===== src/rtl/uart_tx_arbiter_if.sv =====
// Requester and transmitter signal bundle for uart_tx_arbiter.
// slave = arbiter side, master = requesters plus transmitter side.
interface uart_tx_arbiter_if #(
   parameter int p_num_ch = 4
);
   logic [p_num_ch-1:0]   req_valid_i;
   logic [8*p_num_ch-1:0] req_data_i;
   logic [p_num_ch-1:0]   req_ready_o;
   logic [p_num_ch-1:0]   grant_o;
   logic                  tx_enable_o;
   logic [7:0]            tx_data_o;
   logic                  tx_busy_i;
   logic                  tx_done_o;

   modport slave (
      input  req_valid_i, req_data_i, tx_busy_i,
      output req_ready_o, grant_o, tx_enable_o,
      output tx_data_o, tx_done_o
   );

   modport master (
      output req_valid_i, req_data_i, tx_busy_i,
      input  req_ready_o, grant_o, tx_enable_o,
      input  tx_data_o, tx_done_o
   );
endinterface


===== src/rtl/uart_tx_arbiter.sv =====
// Round-robin arbiter feeding one UART transmitter from p_num_ch channels.
// Define UART_ARB_TAG_EN to prefix each byte with tag {5'b10100, ch}.
module uart_tx_arbiter #(
   parameter int p_num_ch = 4
) (
   input  logic clk_i,
   input  logic rst_i,
   uart_tx_arbiter_if.slave bus
);
`ifdef UART_ARB_TAG_EN
   typedef enum logic [2:0] {
      S_IDLE, S_START, S_WAIT, S_TAG_START, S_TAG_WAIT
   } state_t;
`else
   typedef enum logic [1:0] {
      S_IDLE, S_START, S_WAIT
   } state_t;
`endif

   state_t              r_state, w_state_nxt;
   logic [2:0]          r_last, w_last_nxt;
   logic [p_num_ch-1:0] r_grant, w_grant_nxt;
   logic [7:0]          r_data, w_data_nxt;
   logic                r_done, w_done_nxt;
   logic [2:0]          w_sel;
   logic [3:0]          w_k;
   logic                w_any;
   logic                w_accept;
   logic                w_en;
   logic [7:0]          w_v8;
   logic [7:0]          w_oh8;
   logic [7:0]          w_bytes [8];
   logic [p_num_ch-1:0] w_ready;
`ifdef UART_ARB_TAG_EN
   logic [7:0]          r_hold, w_hold_nxt;
`endif

   // pad channels out to 8 so selects use a plain 3-bit index
   for (genvar g = 0; g < 8; g++) begin : g_pad
      if (g < p_num_ch) begin : g_ch
         assign w_v8[g]    = bus.req_valid_i[g];
         assign w_bytes[g] = bus.req_data_i[8*g +: 8];
      end else begin : g_none
         assign w_v8[g]    = 1'b0;
         assign w_bytes[g] = 8'h00;
      end
   end

   // scan farthest-to-nearest so the nearest valid after r_last wins
   always_comb begin
      w_any = 1'b0;
      w_sel = '0;
      w_k   = '0;
      for (int i = 8; i >= 1; i--) begin
         if (i <= p_num_ch) begin
            w_k = {1'b0, r_last} + 4'(i);
            if (w_k >= 4'(p_num_ch)) w_k = w_k - 4'(p_num_ch);
            if (w_v8[w_k[2:0]]) begin
               w_any = 1'b1;
               w_sel = w_k[2:0];
            end
         end
      end
   end

   assign w_oh8    = 8'b1 << w_sel;
   assign w_accept = (r_state == S_IDLE) && !bus.tx_busy_i && w_any;
   assign w_ready  = w_accept ? p_num_ch'(w_oh8) : '0;

   always_comb begin
      w_state_nxt = r_state;
      w_last_nxt  = r_last;
      w_grant_nxt = r_grant;
      w_data_nxt  = r_data;
      w_done_nxt  = 1'b0;
      w_en        = 1'b0;
`ifdef UART_ARB_TAG_EN
      w_hold_nxt  = r_hold;
`endif
      unique case (r_state)
         S_IDLE: begin
            if (w_accept) begin
               w_last_nxt  = w_sel;
               w_grant_nxt = w_ready;
`ifdef UART_ARB_TAG_EN
               w_data_nxt  = {5'b10100, w_sel};
               w_hold_nxt  = w_bytes[w_sel];
               w_state_nxt = S_TAG_START;
`else
               w_data_nxt  = w_bytes[w_sel];
               w_state_nxt = S_START;
`endif
            end
         end
         S_START: begin
            w_en = !bus.tx_busy_i;
            if (bus.tx_busy_i) w_state_nxt = S_WAIT;
         end
         S_WAIT: begin
            if (!bus.tx_busy_i) begin
               w_done_nxt  = 1'b1;
               w_grant_nxt = '0;
               w_state_nxt = S_IDLE;
            end
         end
`ifdef UART_ARB_TAG_EN
         S_TAG_START: begin
            w_en = !bus.tx_busy_i;
            if (bus.tx_busy_i) w_state_nxt = S_TAG_WAIT;
         end
         S_TAG_WAIT: begin
            if (!bus.tx_busy_i) begin
               w_data_nxt  = r_hold;
               w_state_nxt = S_START;
            end
         end
`endif
         default: w_state_nxt = S_IDLE;
      endcase
   end

   always_ff @(posedge clk_i) begin
      if (rst_i) begin
         r_state <= S_IDLE;
         r_last  <= 3'(p_num_ch - 1);
         r_grant <= '0;
         r_data  <= 8'hFF;
         r_done  <= 1'b0;
`ifdef UART_ARB_TAG_EN
         r_hold  <= 8'h00;
`endif
      end else begin
         r_state <= w_state_nxt;
         r_last  <= w_last_nxt;
         r_grant <= w_grant_nxt;
         r_data  <= w_data_nxt;
         r_done  <= w_done_nxt;
`ifdef UART_ARB_TAG_EN
         r_hold  <= w_hold_nxt;
`endif
      end
   end

   assign bus.req_ready_o = w_ready;
   assign bus.grant_o     = r_grant;
   assign bus.tx_enable_o = w_en;
   assign bus.tx_data_o   = r_data;
   assign bus.tx_done_o   = r_done;
endmodule

===== src/flat_wrapper.sv =====
// flat-port wrapper written by rule: the top's interface ports become plain ports
module uart_tx_arbiter_flat 
#(
   parameter int p_num_ch = 4
)
  (clk_i, rst_i, bus_req_valid_i, bus_req_data_i, bus_tx_busy_i, bus_req_ready_o, bus_grant_o, bus_tx_enable_o, bus_tx_data_o, bus_tx_done_o);
  uart_tx_arbiter_if #(.p_num_ch(p_num_ch)) bus_i ();
  input  logic clk_i;
  input  logic rst_i;
  input wire logic [$bits(bus_i.req_valid_i)-1:0] bus_req_valid_i;
  input wire logic [$bits(bus_i.req_data_i)-1:0] bus_req_data_i;
  input wire logic [$bits(bus_i.tx_busy_i)-1:0] bus_tx_busy_i;
  output wire logic [$bits(bus_i.req_ready_o)-1:0] bus_req_ready_o;
  output wire logic [$bits(bus_i.grant_o)-1:0] bus_grant_o;
  output wire logic [$bits(bus_i.tx_enable_o)-1:0] bus_tx_enable_o;
  output wire logic [$bits(bus_i.tx_data_o)-1:0] bus_tx_data_o;
  output wire logic [$bits(bus_i.tx_done_o)-1:0] bus_tx_done_o;
  assign bus_i.req_valid_i = bus_req_valid_i;
  assign bus_i.req_data_i = bus_req_data_i;
  assign bus_i.tx_busy_i = bus_tx_busy_i;
  assign bus_req_ready_o = bus_i.req_ready_o;
  assign bus_grant_o = bus_i.grant_o;
  assign bus_tx_enable_o = bus_i.tx_enable_o;
  assign bus_tx_data_o = bus_i.tx_data_o;
  assign bus_tx_done_o = bus_i.tx_done_o;
  uart_tx_arbiter #(.p_num_ch(p_num_ch)) u_core (.clk_i(clk_i), .rst_i(rst_i), .bus(bus_i));
endmodule

===== config.mk =====
export PLATFORM = sky130hd
export DESIGN_NAME = uart_tx_arbiter_flat
export DESIGN_NICKNAME = d
export VERILOG_FILES = /design/src/rtl/uart_tx_arbiter_if.sv /design/src/rtl/uart_tx_arbiter.sv /design/src/flat_wrapper.sv
export SDC_FILE = /design/constraint.sdc
export NUM_CORES = 1
export LEC_CHECK = 0
export ABC_CLOCK_PERIOD_IN_PS = 2670
export CAP_MARGIN = 10
export CORE_AREA = 3 3 61 63
export CTS_BUF_LIST = sky130_fd_sc_hd__clkbuf_2 sky130_fd_sc_hd__clkbuf_4 sky130_fd_sc_hd__clkbuf_8
export CTS_CLUSTER_DIAMETER = 60
export DETAILED_ROUTE_END_ITERATION = 10
export DIE_AREA = 0 0 64 66
export GPL_TIMING_DRIVEN = 0
export PLACE_DENSITY = 0.74
export SLEW_MARGIN = 20
export SYNTH_ARGS = -nofsm -noshare
export SYNTH_HDL_FRONTEND = slang
export SYNTH_SLANG_ARGS = --single-unit

===== constraint.sdc =====
create_clock -name clk_i -period 2.67 [get_ports clk_i]
set_input_delay 0.4005 -clock clk_i [delete_from_list [all_inputs] [get_ports clk_i]]
set_output_delay 0.4005 -clock clk_i [all_outputs]
set_load 0.02 [all_outputs]

==> results.yml <==
outcome:
  status: "complete, but fails checks"
  violations: "setup timing"
detailed_routing:
  viasPerCell: 5.38
  vias: 1357
  drt-initial-drc-count: 67
  ant_nets: 0
  drc: 0
  dr.pass1.iters: 4
  wirelength_um: 4000
  wire_per_inst_um: 15.9
worst_setup_path:
  cp-startpoint: "u_core.r_last[0]"
  critPathSlowestCell: "dfxtp_4"
  r2r-start: "u_core.r_last[0]"
  path_cells: "inv_4 > ha_4 > mux2i_1 > a311o_1 > and2_4 > a32o_2 > buf_6 > or3_4 > inv_2 > buf_6"
  endpoint_kind: "primary output"
  crit_path_max_fanout: 4
  critical-path-max-stage-delay_ps: 390
  r2r_cells: 10
  crit_type: "reg2out"
  rrSetupSlack_ps: 220
  arrival_ps: 2560
  start_kind: "register"
  crit_top_cell: "buf_6"
  reg2reg_to: "u_core.bus.tx_data_o[6]"
  cp_data_required_time_ps: 2270
  crit_end: "bus_req_ready_o[1]"
grt:
  grt_use_total: 0.203
  grt_max_degree: 11
  antenna_found_initial: 0
  grt_pass1_vias: 1502
  grt_pass1_wl_um: 6800
  grt_overflow: 0
synthesis:
  ys_ff_latch: 18
  syn_area_mm2: 0.00116
  synth_edf_count: 0
  ys_seq_area_frac: 0.309
  synth_ff_type: "dfxtp_1"
  async_flop_share: 0
  yosysUniqueCellTypes: 37
  syn-mean-instance-area_um2: 9.17
  yosysWarnings: 0
  syn_inst: 127
  synth_nets: 168
die:
  start_util: 0.355
  ios: 57
  placementRows: 21
  fp.dieW_um: 64
  coreArea_mm2: 0.00328
  dieArea_mm2: 0.00422
  die_h_um: 66
final_layout:
  n_antenna_cell: 0
  area_delta_synth_final_pct: 76.2
  final_net_count: 249
  drive_gt1_frac: 0.272
timing:
  period_minus_slack_ps: 2970
  worst_pin_slew_ps: 469
  maxSlewHeadroom: 0.687
  slew_violations: 0
  setup_slack_ps: -295
  finalHoldViolations: 0
  fmax_ghz: 0.337
  setup_tns_ps: -936
  rsz0062_at_grt: "true"
  setup_viol: 4
  skew_ps: 2.42
  period_share: 1.11
pwr:
  ir_worst_vdd_mv: 0.364
  p_total_w: 0.00132
  leakage_nw: 0.850
  pwr-share-clk: 0.101
  p_seq_frac: 0.255
  comb_power_share: 0.643
  p_switching_w: 0.000501
  p_int_w: 0.000818
  switching_share: 0.380
  p_per_area_mw_per_mm2: 643
clocking:
  path_clk_slew_ps: 100
  htreeDepth: 1
  cts_tree: "done"
  clock_tree.root_cell: "clkbuf_4"
  numClockSinks: 18
  cts_hold_buf: 0
  cts_buffers: 3
  insertion_delay_ps: 290
  ctsLongestPathBuffers: 2
job:
  max-cap-violations: 0
min_path:
  hold_class: "reg2reg"
placement:
  io_buffer_count: 55
  gp_congestion: 0.839
  dp_hpwl_um: 2640
-- layout make-up --
| cell class | count | area [µm²] |
|---|---|---|
| buffer | 6 | 50.0 |
| clock buffer | 3 | 22.5 |
| fill | 281 | 1230 |
| inverter | 7 | 31.3 |
| multi-input combinational | 96 | 817 |
| sequential | 18 | 368 |
| tap | 46 | 57.6 |
| timing repair buffer | 76 | 706 |
-- logic make-up after synthesis --
logic type                 Yosys count  share of synthesized area
adders and majority gates            2                     0.0215
and+or+nand+nor                     34                      0.154
xor gates and xnor gates             1                    0.00752
AOI/OAI and AO/OA                   35                      0.235
muxes                               24                      0.222
DFF                                 18                      0.309
buffers and inverters               13                     0.0505
-- synthesized netlist by cell type, types with 2 or more instances --
cell / number / area share
clkbuf_1: 2 / 0.0064
buf_2: 2 / 0.0086
a311o_1: 2 / 0.017
inv_1: 7 / 0.023
nand2_1: 5 / 0.016
mux2i_1: 21 / 0.18
dfxtp_1: 18 / 0.31
and3_1: 4 / 0.021
o221ai_1: 8 / 0.060
ha_1: 2 / 0.021
nor2_1: 9 / 0.029
nand2_2: 2 / 0.011
nand3_1: 5 / 0.021
nor3_1: 4 / 0.017
a21oi_1: 11 / 0.047
buf_4: 2 / 0.013
o21ai_0: 3 / 0.013
-- worst min path at each step --
stage / slack (ps) / depth (start not counted) / to / start
after global placement: 460 / 2 / u_core.bus.grant_o[2] / u_core.bus.grant_o[2]
final: 500 / 2 / u_core.bus.tx_data_o[0] / u_core.bus.tx_data_o[0]
after CTS: 490 / 2 / u_core.bus.grant_o[2] / u_core.bus.grant_o[2]
after global routing: 520 / 2 / u_core.bus.grant_o[1] / u_core.bus.grant_o[1]
after floorplan: 510 / 2 / u_core.r_state[1] / u_core.r_state[1]
after detailed placement: 470 / 2 / u_core.bus.tx_data_o[1] / u_core.bus.tx_data_o[1]
-- registers in the layout, summed over array words and instances (netlist names) --
| register | flops |
|---|---|
| u_core.bus.tx_data_o | 8 |
| u_core.r_state | 2 |
| u_core.bus.grant_o | 4 |
| u_core.bus.tx_done_o | 1 |
| u_core.r_last | 3 |
-- metrics by stage --
stage,area (µm²),cells,utilization,hold slack [ps],setup WS [ps]
floorplan,1180,127,-,510,51.4
global placement,1790,228,0.544,459,-896
detailed placement,1790,228,0.544,468,-936
CTS,2040,251,0.622,487,-225
global route,2050,252,0.625,524,-346
finish,2050,252,0.625,498,-295
-- layout by cell type, fill, tap and decap left out, types with 5 or more instances in the layout --
cell,instances
clkdlybuf4s50_1,47
buf_4,20
mux2i_1,19
dfxtp_1,16
a21oi_1,11
nor2_1,9
o221ai_1,8
buf_6,6
nand2_1,5
-- power groups by stage --
stage / registers, W / clock network (W) / logic (W)
6_report: 0.000337 / 0.000134 / 0.000849
5_1_grt: 0.000341 / 0.000143 / 0.000910
4_1_cts: 0.000335 / 0.000134 / 0.000808
3_5_place_dp: 0.000343 / 0 / 0.000614
3_3_place_gp: 0.000342 / 0 / 0.000602
2_1_floorplan: 0.000376 / 0 / 0.000365
-- per-layer routing --
layer	track usage	part of all wire	vias up
met5	0	0	-
met4	0.111	0.035	0
met3	0.0646	0.092	17
met2	0.356	0.49	66
met1	0.214	0.38	637
li1	-	-	637
-- worst max-delay path: cells and delay by family (launching register included) --
kind / cells / cell delay (ps)
compound gates: 2 / 610
fa+ha+maj: 1 / 290
buf+inv: 4 / 320
flops: 1 / 390
mux: 1 / 70
simple gates: 2 / 580
-- repair_timing --
item,in CTS,in global routing
pin swaps,10,1
buffers inserted,20,1
resized for setup,45,2
endpoints found under the setup margin,4,4
Note: power is estimated with default switching activity, not from simulation.
